[src/rtl/frame_buffer_writer_if.sv]
// rtl/frame_buffer_writer_if.sv - pixel stream and burst write port bundle for frame_buffer_writer
// Ports carried:
//   s_axis_tdata/tvalid/tlast/tuser/tready : pixel stream (tuser = start of frame, tlast = end of line)
//   wr_cmd_valid/ready, wr_addr, wr_len     : burst command (wr_len = beats-1)
//   wr_data/strb/valid/ready                : burst beat data
//   wr_resp_valid                           : burst completion
// Modports: master = frame writer side, slave = stream source / memory side.
interface frame_buffer_writer_if #(
    parameter int ADDR_WIDTH = 32,
    parameter int DATA_WIDTH = 32
);
    localparam int BPB = DATA_WIDTH / 8;

    logic [DATA_WIDTH-1:0] s_axis_tdata;
    logic                  s_axis_tvalid;
    logic                  s_axis_tlast;
    logic                  s_axis_tuser;
    logic                  s_axis_tready;

    logic                  wr_cmd_valid;
    logic                  wr_cmd_ready;
    logic [ADDR_WIDTH-1:0] wr_addr;
    logic [7:0]            wr_len;
    logic [DATA_WIDTH-1:0] wr_data;
    logic [BPB-1:0]        wr_strb;
    logic                  wr_valid;
    logic                  wr_ready;
    logic                  wr_resp_valid;

    modport master (
        input  s_axis_tdata, s_axis_tvalid, s_axis_tlast, s_axis_tuser,
        output s_axis_tready,
        output wr_cmd_valid, wr_addr, wr_len, wr_data, wr_strb, wr_valid,
        input  wr_cmd_ready, wr_ready, wr_resp_valid
    );

    modport slave (
        output s_axis_tdata, s_axis_tvalid, s_axis_tlast, s_axis_tuser,
        input  s_axis_tready,
        input  wr_cmd_valid, wr_addr, wr_len, wr_data, wr_strb, wr_valid,
        output wr_cmd_ready, wr_ready, wr_resp_valid
    );
endinterface

[src/rtl/frame_buffer_writer.sv]
// rtl/frame_buffer_writer.sv - pixel stream to rotating frame buffers, split into bursts
// Ports:
//   clk, rst_n (async, active-low)
//   frame_width/frame_height : frame geometry, sampled on the SOF beat
//   bus (frame_buffer_writer_if.master) : pixel stream in, burst write port out
//   frame_done      : one-cycle pulse when a frame is fully written
//   frame_base_addr : base of the last completed buffer
//   frame_err       : sticky line-length/SOF error flag for the current frame
//   frame_cnt/err_cnt : status counters, present only when FBW_STATUS_EN is defined
module frame_buffer_writer #(
    parameter int                    ADDR_WIDTH  = 32,
    parameter int                    DATA_WIDTH  = 32,
    parameter int                    NUM_BUFFERS = 3,
    parameter int                    MAX_BURST   = 16,
    parameter logic [ADDR_WIDTH-1:0] BASE_ADDR   = '0
) (
    input  logic                  clk,
    input  logic                  rst_n,
    input  logic [15:0]           frame_width,
    input  logic [15:0]           frame_height,
    frame_buffer_writer_if.master bus,
    output logic                  frame_done,
    output logic [ADDR_WIDTH-1:0] frame_base_addr,
    output logic                  frame_err,
    output logic [15:0]           frame_cnt,
    output logic [15:0]           err_cnt
);
    localparam int BPB = DATA_WIDTH / 8;

    typedef enum logic [2:0] {IDLE, CMD, DATA, PAD, DROP, RESP, DONE} state_t;

    state_t                state_q, state_d;
    logic                  run_q, run_d;
    logic [15:0]           w_q, w_d, h_q, h_d;
    logic [15:0]           line_q, line_d, pix_q, pix_d;
    logic [7:0]            len_q, len_d, beat_q, beat_d;
    logic [3:0]            buf_idx_q, buf_idx_d;
    logic [ADDR_WIDTH-1:0] base_q, base_d;
    logic [ADDR_WIDTH-1:0] frame_base_addr_q, frame_base_addr_d;
    logic                  err_q, err_d;
    logic                  first_q, first_d;
    logic                  line_end_q, line_end_d;
    logic                  resp_pend_q, resp_pend_d;

    logic                  sof_ok;
    logic [31:0]           base_prod;
    logic [31:0]           offset;
    logic [15:0]           rem;
    logic [7:0]            burst_len;
    logic                  last_pix;
    logic                  last_beat;

    assign sof_ok    = bus.s_axis_tvalid & bus.s_axis_tuser & (frame_width != 16'd0) & (frame_height != 16'd0);
    assign base_prod = 32'(buf_idx_q) * 32'(frame_width) * 32'(frame_height) * 32'(BPB);
    assign offset    = (32'(line_q) * 32'(w_q) + 32'(pix_q)) * 32'(BPB);
    assign rem       = w_q - pix_q;
    assign burst_len = ({16'd0, rem} > 32'(MAX_BURST)) ? 8'(MAX_BURST - 1) : 8'(rem - 16'd1);
    assign last_pix  = (pix_q == w_q - 16'd1);
    assign last_beat = (beat_q == len_q);

    always_comb begin
        state_d           = state_q;
        run_d             = 1'b1;
        w_d               = w_q;
        h_d               = h_q;
        line_d            = line_q;
        pix_d             = pix_q;
        len_d             = len_q;
        beat_d            = beat_q;
        buf_idx_d         = buf_idx_q;
        base_d            = base_q;
        frame_base_addr_d = frame_base_addr_q;
        err_d             = err_q;
        first_d           = first_q;
        line_end_d        = line_end_q;
        resp_pend_d       = resp_pend_q;
        bus.s_axis_tready = 1'b0;
        bus.wr_cmd_valid  = 1'b0;
        bus.wr_addr       = '0;
        bus.wr_len        = 8'd0;
        bus.wr_data       = '0;
        bus.wr_strb       = '0;
        bus.wr_valid      = 1'b0;
        frame_done        = 1'b0;

        // A response can overtake the tail of the burst; remember it for RESP.
        if (bus.wr_resp_valid && (state_q == DATA || state_q == PAD || state_q == DROP))
            resp_pend_d = 1'b1;

        case (state_q)
            IDLE: begin
                // The SOF beat is left on the bus so DATA writes it as pixel 0.
                bus.s_axis_tready = run_q & ~sof_ok;
                if (run_q && sof_ok) begin
                    w_d         = frame_width;
                    h_d         = frame_height;
                    line_d      = 16'd0;
                    pix_d       = 16'd0;
                    base_d      = BASE_ADDR + ADDR_WIDTH'(base_prod);
                    err_d       = 1'b0;
                    first_d     = 1'b1;
                    line_end_d  = 1'b0;
                    resp_pend_d = 1'b0;
                    state_d     = CMD;
                end
            end
            CMD: begin
                bus.wr_cmd_valid = 1'b1;
                bus.wr_addr      = base_q + ADDR_WIDTH'(offset);
                bus.wr_len       = burst_len;
                if (bus.wr_cmd_ready) begin
                    len_d   = burst_len;
                    beat_d  = 8'd0;
                    state_d = DATA;
                end
            end
            DATA: begin
                bus.wr_valid      = bus.s_axis_tvalid;
                bus.wr_data       = bus.s_axis_tdata;
                bus.wr_strb       = '1;
                bus.s_axis_tready = bus.wr_ready;
                if (bus.s_axis_tvalid && bus.wr_ready) begin
                    pix_d   = pix_q + 16'd1;
                    beat_d  = beat_q + 8'd1;
                    first_d = 1'b0;
                    if (bus.s_axis_tuser && !first_q)
                        err_d = 1'b1;
                    if (bus.s_axis_tlast && !last_pix) begin
                        err_d      = 1'b1;
                        line_end_d = 1'b1;
                        state_d    = last_beat ? RESP : PAD;
                    end else if (last_pix && !bus.s_axis_tlast) begin
                        err_d   = 1'b1;
                        state_d = DROP;
                    end else if (last_beat) begin
                        state_d = RESP;
                    end
                end
            end
            PAD: begin
                // Fill the already-committed burst with masked beats.
                bus.wr_valid = 1'b1;
                if (bus.wr_ready) begin
                    beat_d = beat_q + 8'd1;
                    if (last_beat)
                        state_d = RESP;
                end
            end
            DROP: begin
                bus.s_axis_tready = 1'b1;
                if (bus.s_axis_tvalid && bus.s_axis_tlast)
                    state_d = RESP;
            end
            RESP: begin
                if (bus.wr_resp_valid || resp_pend_q) begin
                    resp_pend_d = 1'b0;
                    if (!line_end_q && pix_q != w_q) begin
                        state_d = CMD;
                    end else begin
                        pix_d      = 16'd0;
                        line_end_d = 1'b0;
                        line_d     = line_q + 16'd1;
                        if (line_q + 16'd1 < h_q) begin
                            state_d = CMD;
                        end else begin
                            frame_base_addr_d = base_q;
                            state_d           = DONE;
                        end
                    end
                end
            end
            DONE: begin
                frame_done = 1'b1;
                err_d      = 1'b0;
                buf_idx_d  = (buf_idx_q == 4'(NUM_BUFFERS - 1)) ? 4'd0 : buf_idx_q + 4'd1;
                state_d    = IDLE;
            end
            default: state_d = IDLE;
        endcase
    end

    always_ff @(posedge clk or negedge rst_n) begin
        if (!rst_n) begin
            state_q           <= IDLE;
            run_q             <= 1'b0;
            w_q               <= 16'd0;
            h_q               <= 16'd0;
            line_q            <= 16'd0;
            pix_q             <= 16'd0;
            len_q             <= 8'd0;
            beat_q            <= 8'd0;
            buf_idx_q         <= 4'd0;
            base_q            <= '0;
            frame_base_addr_q <= '0;
            err_q             <= 1'b0;
            first_q           <= 1'b0;
            line_end_q        <= 1'b0;
            resp_pend_q       <= 1'b0;
        end else begin
            state_q           <= state_d;
            run_q             <= run_d;
            w_q               <= w_d;
            h_q               <= h_d;
            line_q            <= line_d;
            pix_q             <= pix_d;
            len_q             <= len_d;
            beat_q            <= beat_d;
            buf_idx_q         <= buf_idx_d;
            base_q            <= base_d;
            frame_base_addr_q <= frame_base_addr_d;
            err_q             <= err_d;
            first_q           <= first_d;
            line_end_q        <= line_end_d;
            resp_pend_q       <= resp_pend_d;
        end
    end

    assign frame_base_addr = frame_base_addr_q;
    assign frame_err       = err_q;

`ifdef FBW_STATUS_EN
    logic [15:0] frame_cnt_q, frame_cnt_d, err_cnt_q, err_cnt_d;
    logic        zero_sof;

    assign zero_sof = (state_q == IDLE) & run_q & bus.s_axis_tvalid & bus.s_axis_tuser & ~sof_ok;

    always_comb begin
        frame_cnt_d = frame_cnt_q;
        err_cnt_d   = err_cnt_q;
        if (state_q == DONE)
            frame_cnt_d = frame_cnt_q + 16'd1;
        if (((state_q == DONE && err_q) || zero_sof) && err_cnt_q != 16'hFFFF)
            err_cnt_d = err_cnt_q + 16'd1;
    end

    always_ff @(posedge clk or negedge rst_n) begin
        if (!rst_n) begin
            frame_cnt_q <= 16'd0;
            err_cnt_q   <= 16'd0;
        end else begin
            frame_cnt_q <= frame_cnt_d;
            err_cnt_q   <= err_cnt_d;
        end
    end

    assign frame_cnt = frame_cnt_q;
    assign err_cnt   = err_cnt_q;
`else
    assign frame_cnt = 16'd0;
    assign err_cnt   = 16'd0;
`endif
endmodule

[src/flat_wrapper.sv]
// flat-port wrapper written by rule: the top's interface ports become plain ports
module frame_buffer_writer_flat 
#(
    parameter int                    ADDR_WIDTH  = 32,
    parameter int                    DATA_WIDTH  = 32,
    parameter int                    NUM_BUFFERS = 3,
    parameter int                    MAX_BURST   = 16,
    parameter logic [ADDR_WIDTH-1:0] BASE_ADDR   = '0
)
  (clk, rst_n, frame_width, frame_height, frame_done, frame_base_addr, frame_err, frame_cnt, err_cnt, bus_s_axis_tdata, bus_s_axis_tvalid, bus_s_axis_tlast, bus_s_axis_tuser, bus_s_axis_tready, bus_wr_cmd_valid, bus_wr_addr, bus_wr_len, bus_wr_data, bus_wr_strb, bus_wr_valid, bus_wr_cmd_ready, bus_wr_ready, bus_wr_resp_valid);
  frame_buffer_writer_if #(.ADDR_WIDTH(ADDR_WIDTH), .DATA_WIDTH(DATA_WIDTH)) bus_i ();
  input  logic clk;
  input  logic rst_n;
  input  logic [15:0] frame_width;
  input  logic [15:0] frame_height;
  output logic frame_done;
  output logic [ADDR_WIDTH-1:0] frame_base_addr;
  output logic frame_err;
  output logic [15:0] frame_cnt;
  output logic [15:0] err_cnt;
  input wire logic [$bits(bus_i.s_axis_tdata)-1:0] bus_s_axis_tdata;
  input wire logic [$bits(bus_i.s_axis_tvalid)-1:0] bus_s_axis_tvalid;
  input wire logic [$bits(bus_i.s_axis_tlast)-1:0] bus_s_axis_tlast;
  input wire logic [$bits(bus_i.s_axis_tuser)-1:0] bus_s_axis_tuser;
  output wire logic [$bits(bus_i.s_axis_tready)-1:0] bus_s_axis_tready;
  output wire logic [$bits(bus_i.wr_cmd_valid)-1:0] bus_wr_cmd_valid;
  output wire logic [$bits(bus_i.wr_addr)-1:0] bus_wr_addr;
  output wire logic [$bits(bus_i.wr_len)-1:0] bus_wr_len;
  output wire logic [$bits(bus_i.wr_data)-1:0] bus_wr_data;
  output wire logic [$bits(bus_i.wr_strb)-1:0] bus_wr_strb;
  output wire logic [$bits(bus_i.wr_valid)-1:0] bus_wr_valid;
  input wire logic [$bits(bus_i.wr_cmd_ready)-1:0] bus_wr_cmd_ready;
  input wire logic [$bits(bus_i.wr_ready)-1:0] bus_wr_ready;
  input wire logic [$bits(bus_i.wr_resp_valid)-1:0] bus_wr_resp_valid;
  assign bus_i.s_axis_tdata = bus_s_axis_tdata;
  assign bus_i.s_axis_tvalid = bus_s_axis_tvalid;
  assign bus_i.s_axis_tlast = bus_s_axis_tlast;
  assign bus_i.s_axis_tuser = bus_s_axis_tuser;
  assign bus_s_axis_tready = bus_i.s_axis_tready;
  assign bus_wr_cmd_valid = bus_i.wr_cmd_valid;
  assign bus_wr_addr = bus_i.wr_addr;
  assign bus_wr_len = bus_i.wr_len;
  assign bus_wr_data = bus_i.wr_data;
  assign bus_wr_strb = bus_i.wr_strb;
  assign bus_wr_valid = bus_i.wr_valid;
  assign bus_i.wr_cmd_ready = bus_wr_cmd_ready;
  assign bus_i.wr_ready = bus_wr_ready;
  assign bus_i.wr_resp_valid = bus_wr_resp_valid;
  frame_buffer_writer #(.ADDR_WIDTH(ADDR_WIDTH), .DATA_WIDTH(DATA_WIDTH), .NUM_BUFFERS(NUM_BUFFERS), .MAX_BURST(MAX_BURST), .BASE_ADDR(BASE_ADDR)) u_core (.clk(clk), .rst_n(rst_n), .frame_width(frame_width), .frame_height(frame_height), .bus(bus_i), .frame_done(frame_done), .frame_base_addr(frame_base_addr), .frame_err(frame_err), .frame_cnt(frame_cnt), .err_cnt(err_cnt));
endmodule
[config.mk]
export PLATFORM = sky130hd
export DESIGN_NAME = frame_buffer_writer_flat
export DESIGN_NICKNAME = d
export VERILOG_FILES = /design/src/rtl/frame_buffer_writer_if.sv /design/src/rtl/frame_buffer_writer.sv /design/src/flat_wrapper.sv
export SDC_FILE = /design/constraint.sdc
export NUM_CORES = 2
export LEC_CHECK = 0
export BUFFER_PORTS_ARGS = -buffer_cell sky130_fd_sc_hd__buf_2
export CAP_MARGIN = 25
export CORE_UTILIZATION = 53
export CTS_BUF_LIST = sky130_fd_sc_hd__clkbuf_4 sky130_fd_sc_hd__clkbuf_8
export DETAILED_ROUTE_END_ITERATION = 7
export PLACE_DENSITY = 0.79
export RECOVER_POWER = 50
export SLEW_MARGIN = 5
export SYNTH_ARGS = -nofsm -noshare
export SYNTH_HDL_FRONTEND = slang
export SYNTH_SLANG_ARGS = --single-unit
[constraint.sdc]
create_clock -name clk -period 13.8 [get_ports clk]
set_input_delay 2.76 -clock clk [delete_from_list [all_inputs] [get_ports clk]]
set_output_delay 2.76 -clock clk [all_outputs]
set_load 0.02 [all_outputs]
==> flow_summary.ini <==
[run_status]
status = finished with violations
violations = capacitance limit, slew limit

[floorplan]
die_area_mm2 = 0.0575
die_h_um = 240
core-area_mm2 = 0.0554
initial_utilization_pct = 54.1
rows = 86
die_w_um = 240
num_io_pins = 217

[drt]
drc = 0
wl_um = 79000
drtIter0Drc = 1775
detail_route.wl_per_cell_um = 18.5
ant_nets = 0
vias_per_cell = 5.59
first_pass_iters = 5
num_vias = 23900

[sta]
rsz0062_at_grt = no
finalMaxSlewViolations = 155
hold_slack_ns = 0.509
tns_ns = 0
finalHoldViolCount = 0
fin_skew_ns = 0.0259
relSlewSlack_pct = -239
period_share_pct = 89.5
fin_ws_ns = 1.44
fin_crit_ns = 12.36
max_freq_ghz = 0.0809
tightest_slew_ns = 5.09
setup_viol = 0

[critical_path]
startpoint = u_core.w_q[1]
crit_required_ns = 11.04
rr_startpoint = u_core.buf_idx_q[1]
crit_arrival_ns = 9.60
cp-start-kind = register
slowest_stage = dfrtp_1
cp_slowest_stage_delay_ns = 0.90
crit_top_cell = fa_1
critPathKind = reg2out
critPathMaxFanout = 21
crit_path_end_kind = output port

[final_layout]
layout.nets = 4325
drive_above_1_share_pct = 8.54
final-seq-area_mm2 = 0.00380
layout.cells.non_filler = 4271
fillers = 4865
diodes = 0
area_growth_pct = 5.69
multiInputGateArea_mm2 = 0.0230

[global_route]
grtUsageTotal_pct = 28.5
grt_pass1_vias = 24200
overflow = 0
grt_pass1_wl_um = 127000
antenna_found_initial = 7
grt_max_degree = 90

[clock_tree]
cts_tree = yes
clkLatencyLatePin_ns = 0.54
cts_sinks = 152
path_clk_slew_ns = 0.09
cts_root_buf = clkbuf_8
postCtsSetupBuffers = 0
clk_path_buf_depth = 2
numCtsBuffers = 17
h-tree-depth = 4
post_cts_resized = 0
postCtsHoldBufs = 0

[placement]
gp_congestion = 0.921
numPortBuffers = 180
pre_cts_ws_ns = 1.77
dpl.cell_count = 4240
hpwlAfterDp_um = 62300

[synth]
synthTopCellsByArea = fa_1 32%, dfrtp_1 13%, ha_1 11%, inv_1 7.7%, nand2_1 6.2%
postSynthAreaPerCell_um2 = 8.69
synth_common_cells = 616 x inv_1, 496 x nand2_1, 476 x fa_1, 265 x ha_1, 242 x and2_1
synth-seq-area-share_pct = 12.7
synth_most_common_cell = inv_1
synthCells = 3446
yosysUniqueCellTypes = 69
synth_warnings = 0
synthFlopType = dfrtp_1
synth.top_cell.area_share_pct = 31.8
synth_edf_count = 0
async_flop_share_pct = 100
synth_top_area_cell = fa_1
synth_area_mm2 = 0.0300
ys_ff_latch = 152

[power_and_ir_drop]
power_density_mw_per_mm2 = 81.9
leakage_uw = 0.0161
vdd_ir_drop_max_v = 0.000107

[min_path]
hold_path_startpoint = u_core.frame_base_addr[14]
min_path_type = reg2reg

[flow_run]
maxCapViolations = 2
[report_power, final]
part	total [uW]	switching, uW	internal, uW
Clock	361	195	166
Sequential	650	132	518
Combinational	1580	998	585
[kinds of logic (layout without fill, tap and decap cells)]
group	Yosys count	after routing	synth area share [%]
AO/OA/AOI/OAI	380	380	8.05
adder cells (fa/ha/maj)	741	741	42.9
buffers and inverters	825	867	10.9
multiplexers	72	72	2.69
XOR/XNOR	179	179	5.35
AND/OR/NAND/NOR	1095	1095	17.4
flip-flops	152	152	12.7
other	2	37	0.0251
[cell usage in the layout (no fill, tap or decap), types with 24 or more instances in the layout]
| master | count |
|---|---|
| a21o_1 | 41 |
| buf_4 | 37 |
| o21ai_0 | 104 |
| a21oi_1 | 101 |
| xnor2_1 | 120 |
| dfrtp_1 | 152 |
| ha_1 | 265 |
| mux2_2 | 69 |
| clkbuf_1 | 36 |
| xor2_1 | 54 |
| nor2_1 | 118 |
| nand2_1 | 496 |
| and2_1 | 242 |
| and3_1 | 31 |
| fa_1 | 476 |
| nor3_1 | 44 |
| buf_2 | 146 |
| nand2b_1 | 32 |
| nor2b_1 | 24 |
| nand3_1 | 51 |
| inv_1 | 616 |
| conb_1 | 37 |
[flip-flops by register name (all words and copies together), names as in the netlist, 3 cells and up]
signal / cells
u_core.state_q: 3
u_core.frame_base_addr: 30
u_core.buf_idx_q: 4
u_core.base_q: 30
u_core.beat_q: 8
u_core.w_q: 16
u_core.pix_q: 16
u_core.line_q: 16
u_core.len_q: 8
u_core.h_q: 16
[critical path, delay by kind of cell, from the launching register on]
family | cells | cell delay, ns
adders and majority gates | 8 | 3.63
buffers and inverters | 4 | 0.36
xor gates and xnor gates | 3 | 0.73
DFF | 1 | 0.90
AOI/OAI and AO/OA | 9 | 2.36
and+or+nand+nor | 6 | 1.09
[layer usage]
layer | vias up | global-route usage, % | routed length, um
li1 | 10700 | - | -
met1 | 11900 | 37.8 | 32100
met2 | 1067 | 46.2 | 37100
met3 | 196 | 5.06 | 6820
met4 | 10 | 11.6 | 2940
met5 | - | 0 | 87
[through the flow]
step	total power [uW]	area (um^2)	util, %
5_1_grt	2780	31700	57.1
3_3_place_gp	2180	31300	56.5
3_5_place_dp	2210	31300	56.5
6_report	2590	31700	57.1
4_1_cts	2570	31700	57.2
2_1_floorplan	1730	30100	-
[path summary, 6_finish.rpt]
| kind | end | slack (ns) | depth (start not counted) |
|---|---|---|---|
| max | bus_wr_addr[31] | 1.44 | 30 |
| max in group asynchronous | u_core.pix_q[15] | 4.60 | 2 |
| min reg2reg | u_core.frame_base_addr[14] | 0.51 | 1 |
| max reg2reg | u_core.base_q[31] | 3.95 | 34 |
| min in group asynchronous | u_core.frame_base_addr[8] | 4.07 | 1 |
| min | u_core.frame_base_addr[14] | 0.51 | 1 |
[cell type report]
cell class / instances / share of cell area (%)
inverters: 616 / 7.30
multi-input cells: 2504 / 72.8
well taps: 748 / 2.96
flip-flops and latches: 152 / 12.0
clock buffers: 19 / 0.806
clock inverters: 11 / 0.387
repair buffers: 221 / 3.73
Power figures use the tool's default switching activity.
